## config.mk

```make
export PLATFORM = sky130hd
export DESIGN_NAME = mips_mem_bridge
export DESIGN_NICKNAME = d
export VERILOG_FILES = /design/src/rtl/mips_mem_bridge_pkg.sv /design/src/rtl/mips_mem_bridge_timeout_ctr.sv /design/src/rtl/mips_mem_bridge.sv
export SDC_FILE = /design/constraint.sdc
export NUM_CORES = 1
export LEC_CHECK = 0
export CELL_PAD_IN_SITES_DETAIL_PLACEMENT = 0
export CELL_PAD_IN_SITES_GLOBAL_PLACEMENT = 1
export CORE_MARGIN = 4
export CORE_UTILIZATION = 52
export CTS_CLUSTER_SIZE = 10
export DETAILED_ROUTE_END_ITERATION = 10
export DONT_BUFFER_PORTS = 1
export GPL_TIMING_DRIVEN = 0
export HOLD_SLACK_MARGIN = 0.1
export PLACE_DENSITY_LB_ADDON = 0.1
export SYNTH_ARGS = -nofsm -noshare
export SYNTH_HDL_FRONTEND = slang
export SYNTH_SLANG_ARGS = --single-unit
export TNS_END_PERCENT = 50
```

## constraint.sdc

```tcl
create_clock -name clk -period 3 [get_ports clk]
set_input_delay 0.45 -clock clk [delete_from_list [all_inputs] [get_ports clk]]
set_output_delay 0.45 -clock clk [all_outputs]
set_load 0.03 [all_outputs]
```

## src/rtl/mips_mem_bridge_pkg.sv

```systemverilog
// Shared definitions for the multicycle-MIPS memory bridge: FSM encoding,
// default abort timeout and the read data returned for failed accesses.
package mips_mem_bridge_pkg;

  typedef enum logic [1:0] {
    IDLE = 2'd0,
    WAIT = 2'd1,
    DONE = 2'd2
  } state_t;

  localparam int unsigned CTR_W        = 8;
  localparam int unsigned TIMEOUT_DEF  = 255;
  localparam logic [31:0] ERR_DATA_DEF = 32'hDEAD_BEEF;

endpackage

```

## src/rtl/mips_mem_bridge_timeout_ctr.sv

```systemverilog
// Loadable down-counter that sticks at zero; o_zero marks the last permitted
// WAIT cycle before the bridge abandons a bus access.
module mem_timeout_ctr #(
  parameter int unsigned W = 8
) (
  input  logic         clk,
  input  logic         rst_n,
  input  logic         i_load,
  input  logic [W-1:0] i_load_val,
  input  logic         i_dec,
  output logic         o_zero
);

  logic [W-1:0] r_cnt;

  // Load on WAIT entry, count down while waiting, saturate at zero.
  always_ff @(posedge clk or negedge rst_n) begin
    if (!rst_n) begin
      r_cnt <= '0;
    end else if (i_load) begin
      r_cnt <= i_load_val;
    end else if (i_dec && (r_cnt != '0)) begin
      r_cnt <= r_cnt - W'(1);
    end
  end

  assign o_zero = (r_cnt == '0);

endmodule

```

## src/rtl/mips_mem_bridge.sv

```systemverilog
// Bridge between the multicycle controller and the unified memory: turns a
// single-state memory access into a req/ack transaction, stalls the
// processor until it completes, and flags misaligned or timed-out accesses.
module mips_mem_bridge
  import mips_mem_bridge_pkg::*;
#(
  parameter int unsigned TIMEOUT  = TIMEOUT_DEF,
  parameter logic [31:0] ERR_DATA = ERR_DATA_DEF
) (
  input  logic        clk,
  input  logic        reset,
  input  logic        irwrite,
  input  logic        iord,
  input  logic        memwrite,
  input  logic [31:0] adr,
  input  logic [31:0] wd,
  output logic [31:0] rd,
  output logic        stall,
  output logic        bus_req,
  output logic        bus_we,
  output logic [31:0] bus_addr,
  output logic [31:0] bus_wdata,
  input  logic        bus_ack,
  input  logic [31:0] bus_rdata,
  output logic        err,
  input  logic        err_clr
);

  // Counter is loaded with TIMEOUT-1 and the abort fires on the WAIT cycle
  // in which it reads zero, giving exactly TIMEOUT WAIT cycles.
  localparam logic [CTR_W-1:0] W_LOAD = CTR_W'(TIMEOUT - 1);

  state_t      r_state;
  state_t      w_state_nxt;
  logic        w_acc;
  logic        w_mis;
  logic        w_start;
  logic        w_mis_hit;
  logic        w_ack_hit;
  logic        w_abort;
  logic        w_dec;
  logic        w_ctr_zero;
  logic        r_bus_req;
  logic        r_bus_we;
  logic [31:0] r_bus_addr;
  logic [31:0] r_bus_wdata;
  logic [31:0] r_rd;
  logic        r_err;

  assign w_acc = irwrite | iord;
  assign w_mis = w_acc & (adr[1:0] != 2'b00);

  mem_timeout_ctr #(
    .W (CTR_W)
  ) u_ctr (
    .clk        (clk),
    .rst_n      (reset),
    .i_load     (w_start),
    .i_load_val (W_LOAD),
    .i_dec      (w_dec),
    .o_zero     (w_ctr_zero)
  );

  // FSM state register.
  always_ff @(posedge clk or negedge reset) begin
    if (!reset) begin
      r_state <= IDLE;
    end else begin
      r_state <= w_state_nxt;
    end
  end

  // Next state, stall and per-cycle event strobes.
  always_comb begin
    w_state_nxt = r_state;
    w_start     = 1'b0;
    w_mis_hit   = 1'b0;
    w_ack_hit   = 1'b0;
    w_abort     = 1'b0;
    w_dec       = 1'b0;
    stall       = 1'b0;
    case (r_state)
      IDLE: begin
        stall = w_acc;
        if (w_mis) begin
          w_mis_hit   = 1'b1;
          w_state_nxt = DONE;
        end else if (w_acc) begin
          w_start     = 1'b1;
          w_state_nxt = WAIT;
        end
      end
      WAIT: begin
        stall = 1'b1;
        w_dec = ~bus_ack;
        if (bus_ack) begin
          w_ack_hit   = 1'b1;
          w_state_nxt = DONE;
        end else if (w_ctr_zero) begin
          w_abort     = 1'b1;
          w_state_nxt = DONE;
        end
      end
      DONE: begin
        w_state_nxt = IDLE;
      end
      default: begin
        w_state_nxt = IDLE;
      end
    endcase
  end

  // Bus request and its address/data/direction, held for the whole WAIT.
  always_ff @(posedge clk or negedge reset) begin
    if (!reset) begin
      r_bus_req   <= 1'b0;
      r_bus_we    <= 1'b0;
      r_bus_addr  <= '0;
      r_bus_wdata <= '0;
    end else if (w_start) begin
      r_bus_req   <= 1'b1;
      r_bus_we    <= memwrite;
      r_bus_addr  <= adr;
      r_bus_wdata <= wd;
    end else if (w_ack_hit || w_abort) begin
      r_bus_req   <= 1'b0;
    end
  end

  // Read data: memory data on a read ack, ERR_DATA on a failed access.
  always_ff @(posedge clk or negedge reset) begin
    if (!reset) begin
      r_rd <= '0;
    end else if (w_mis_hit) begin
      r_rd <= ERR_DATA;
    end else if (w_ack_hit && !r_bus_we) begin
      r_rd <= bus_rdata;
    end else if (w_abort && !r_bus_we) begin
      r_rd <= ERR_DATA;
    end
  end

  // Sticky error; a new error event wins over a clear in the same cycle.
  always_ff @(posedge clk or negedge reset) begin
    if (!reset) begin
      r_err <= 1'b0;
    end else if (w_mis_hit || w_abort) begin
      r_err <= 1'b1;
    end else if (err_clr) begin
      r_err <= 1'b0;
    end
  end

  assign bus_req   = r_bus_req;
  assign bus_we    = r_bus_we;
  assign bus_addr  = r_bus_addr;
  assign bus_wdata = r_bus_wdata;
  assign rd        = r_rd;
  assign err       = r_err;

endmodule

```

==> impl_metrics.tcl <==
set metrics [dict create \
    slew_limit_fails 0 \
    outcome "finished, final reports clean" \
    place.gp.congestion 0.707 \
    critical_path.top_delay_family "compound AO/OA/AOI/OAI gates" \
    final.setup_skew_ns 0.00802 \
    tritoncts "done" \
    most_common_cell_in_the_netlist "sky130_fd_sc_hd__dfrtp_1" \
    power_per_cell_area_mw_per_mm2 1070 \
    ys_top_cells_by_area "sky130_fd_sc_hd__dfrtp_1 (65%), sky130_fd_sc_hd__mux2_2 (17%), sky130_fd_sc_hd__o22a_1 (5.2%)" \
    detail-route-antenna-nets 0 \
    synthDominantCellAreaShare_pct 64.7 \
    slew_margin_rel_pct 57.8 \
    cts_htree_levels 3 \
    synth_top_cell_by_area "sky130_fd_sc_hd__dfrtp_1" \
    timing.critical_path.from "u_ctr.r_cnt[0]$_DFFE_PN0P_" \
    grt_pass1_vias 2568 \
    rsz0062_at_grt "false" \
    synthesis.nets 377 \
    worst_setup_path_end_kind "register" \
    finalCritPeriodShare_pct 65.8 \
    yosysSeqAreaShare_pct 64.7 \
    crit_slowest_cell "sky130_fd_sc_hd__dfrtp_1" \
    worst_hold_path_type "input pin to register" \
    synth_flop_cell "sky130_fd_sc_hd__dfrtp_1" \
    synth_seq_cells 109 \
    p_switching_mw 2.11 \
    crit_arrival_ns 2.28 \
    ff2ff_path_depth 7 \
    diodes 0 \
    worst_path_largest_cell_delay_ns 0.43 \
    pwr-share-seq_pct 66.9 \
    clkPwrFrac_pct 18.6 \
    final_layout_size_suffix_gt1_share_pct 34.5 \
    synth_area_per_cell_sq_um 15.5 \
    antenna_found_initial 0 \
    cp_cell_sequence "inv_1 -> ha_1 -> nor3b_2 -> a21oi_2 -> o31ai_4 -> buf_6 -> o22a_1" \
    cts_num_sinks 109 \
    path_depth 7 \
    worstPathRequired_ns 3.31 \
    worst-path-buf-inv 2 \
    floorplan.rows 32 \
    netlist_area_sq_mm 0.00421 \
    synthesis.instances 272 \
    post_cts_resized 0 \
    ys_types 39 \
    setup_tns_ns 0 \
    cts_buffers 9 \
    criticalPathCategory "register to register" \
    finish.net_count 390 \
    total_power_mw 4.89 \
    achievable-frequency_mhz 506 \
    cap_violations 0 \
    groute.usage.overall_pct 18.8 \
    dieHeight_um 98.0 \
    hold_depth 1 \
    drt_pass1_iterations 3 \
    power.static_leakage_nw 1.84 \
    cellInternalPower_mw 2.77 \
    crit_path_end "rd[6]$_DFFE_PN0P_" \
    coreArea_sq_mm 0.00781 \
    synthesis.yosys.warnings 0 \
    post_cts.repair.setup_buffers 0 \
    final_critical_path_setup_slack_ns 1.03 \
    max-vdd-ir-drop_uv 560 \
    worst-path-max-fanout 10 \
    tightest_slew_ns 0.624 \
    timing.critical_path.from_type "register" \
    ys_top_cells_by_count "sky130_fd_sc_hd__dfrtp_1 (109), sky130_fd_sc_hd__mux2_2 (63), sky130_fd_sc_hd__o22a_1 (25)" \
    cts_hold_buffers 2 \
    dp.final_hpwl_um 6710 \
    cts_max_path_buffers 2 \
    routed_wire_length_per_instance_um 23.0 \
    synth_enable_flop_cells 0 \
    vias 2337 \
    die-width_um 98.0 \
    clk-insertion-delay-late_ns 0.36 \
    r2r-end "rd[6]$_DFFE_PN0P_" \
    initial_utilization_pct 54.0 \
    detail_route.iter0.violations 52 \
    numPortBuffers 0 \
    postSynth.asyncResetShare_pct 100 \
    power_frac_comb_pct 14.5 \
    r2r_slack_ns 1.03 \
    final_core_util_pct 58.7 \
    timing.final.setup_violations 0 \
    drc 0 \
    grt_overflow 0 \
    critical_path.reg2reg.startpoint "u_ctr.r_cnt[0]$_DFFE_PN0P_" \
    drt-vias-per-instance 5.96 \
    routed_wl_um 9000 \
    clock_tree.root_cell "sky130_fd_sc_hd__clkbuf_8" \
    hold_viol_final 0 \
    number_of_ports_placed_on_the_die_boundary 203 \
    largest_net_degree_at_the_start_of_global_routing 110 \
    placement.setup.worst_slack_ns 0.996 \
    switching_part_of_the_total_pct 43.2 \
    finalWorstPathRequiredPeriod_ns 1.97 \
    die_area_sq_mm 0.00961 \
    worst_setup_hold_path_clk_slew_ns 0.11 \
    grt_first_pass_wirelength_um 14100 \
    area_delta_synth_final_pct 8.82 \
]
==> layout make-up <==
cell class | count | area [sq um]
clock inverters | 6 | 78.8
multi-input cells | 145 | 1380
inverters | 4 | 15.0
well taps | 102 | 128
plain buffers | 14 | 88.8
fillers | 654 | 3220
flip-flops and latches | 109 | 2730
repair buffers | 2 | 37.5
clock buffers | 10 | 128
==> worst min-delay path by stage <==
stage / start / to / slack, ns
after floorplan: reset / bus_addr[0]$_DFFE_PN0P_ / 0.15
after global placement: reset / bus_addr[0]$_DFFE_PN0P_ / 0.16
after detailed placement: reset / bus_wdata[20]$_DFFE_PN0P_ / 0.16
after CTS: bus_rdata[4] / rd[4]$_DFFE_PN0P_ / 0.21
after global routing: bus_rdata[18] / rd[18]$_DFFE_PN0P_ / 0.20
final: bus_rdata[22] / rd[22]$_DFFE_PN0P_ / 0.23
==> state kept, by name (all words and copies together) (netlist names) <==
signal	flops
err	1
u_ctr.r_cnt	8
bus_wdata	32
bus_we	1
r_state	2
bus_req	1
bus_addr	32
rd	32
==> per-stage QoR <==
step           cell area [sq um]  std cells  hold WS, ns
2_1_floorplan               4210        272        0.154
3_3_place_gp                4340        374        0.157
3_5_place_dp                4340        374        0.157
4_1_cts                     4590        392        0.208
5_1_grt                     4590        392        0.201
6_report                    4590        392        0.225
==> per-layer routing <==
metal	global-route usage [%]	up-vias	share of wire, %
met5	0	-	0
met3	9.79	10	12
li1	-	1018	-
met4	6.39	0	1.2
met1	20.9	1188	36
met2	31.2	121	50
==> cells in the final DEF (no fill, tap or decap), types with 2 or more instances in the layout <==
| cell | netlist | final |
|---|---|---|
| sky130_fd_sc_hd__a31oi_1 | 3 | 3 |
| sky130_fd_sc_hd__a21oi_2 | 2 | 2 |
| sky130_fd_sc_hd__nand2_1 | 2 | 2 |
| sky130_fd_sc_hd__a22o_1 | 8 | 8 |
| sky130_fd_sc_hd__nor2_1 | 7 | 7 |
| sky130_fd_sc_hd__inv_1 | 4 | 4 |
| sky130_fd_sc_hd__o22a_1 | 25 | 25 |
| sky130_fd_sc_hd__a211oi_1 | 4 | 4 |
| sky130_fd_sc_hd__clkbuf_8 | 0 | 9 |
| sky130_fd_sc_hd__buf_2 | 5 | 5 |
| sky130_fd_sc_hd__nor3_1 | 3 | 3 |
| sky130_fd_sc_hd__buf_4 | 4 | 4 |
| sky130_fd_sc_hd__xnor2_1 | 2 | 2 |
| sky130_fd_sc_hd__clkbuf_1 | 3 | 4 |
| sky130_fd_sc_hd__clkinv_4 | 0 | 2 |
| sky130_fd_sc_hd__dfrtp_1 | 109 | 109 |
| sky130_fd_sc_hd__nor2b_1 | 2 | 2 |
| sky130_fd_sc_hd__nand2b_1 | 2 | 2 |
| sky130_fd_sc_hd__inv_8 | 0 | 2 |
| sky130_fd_sc_hd__buf_6 | 2 | 2 |
| sky130_fd_sc_hd__ha_1 | 2 | 2 |
| sky130_fd_sc_hd__mux2_2 | 63 | 63 |
==> worst register-to-register path, delay by kind of cell, from the launching register on <==
family | cells | cell delay, ns
DFF | 1 | 0.43
and+or+nand+nor | 1 | 0.33
adders and majority gates | 1 | 0.19
buffers and inverters | 2 | 0.30
AOI/OAI and AO/OA | 3 | 0.68
==> cell families (layout without fill, tap and decap cells) <==
kind of cell             count (synthesis)  count (layout)  share of synthesized area [%]
XOR/XNOR                                 2               2                          0.416
flip-flops                             109             109                           64.7
AO/OA/AOI/OAI                           51              51                           10.6
buffers and inverters                   18              36                           2.46
multiplexers                            63              63                           16.8
AND/OR/NAND/NOR                         27              27                           4.39
adder cells (fa/ha/maj)                  2               2                          0.594
==> power by group through the flow <==
stage | sequential [mW] | combinational (mW) | clock (mW)
after detailed placement | 3.31 | 0.693 | 0
after global routing | 3.34 | 0.796 | 1.00
final | 3.27 | 0.708 | 0.911
after global placement | 3.31 | 0.657 | 0
after floorplan | 3.17 | 0.598 | 0
after CTS | 3.28 | 0.722 | 0.940
Note: power is estimated with default switching activity, not from simulation.
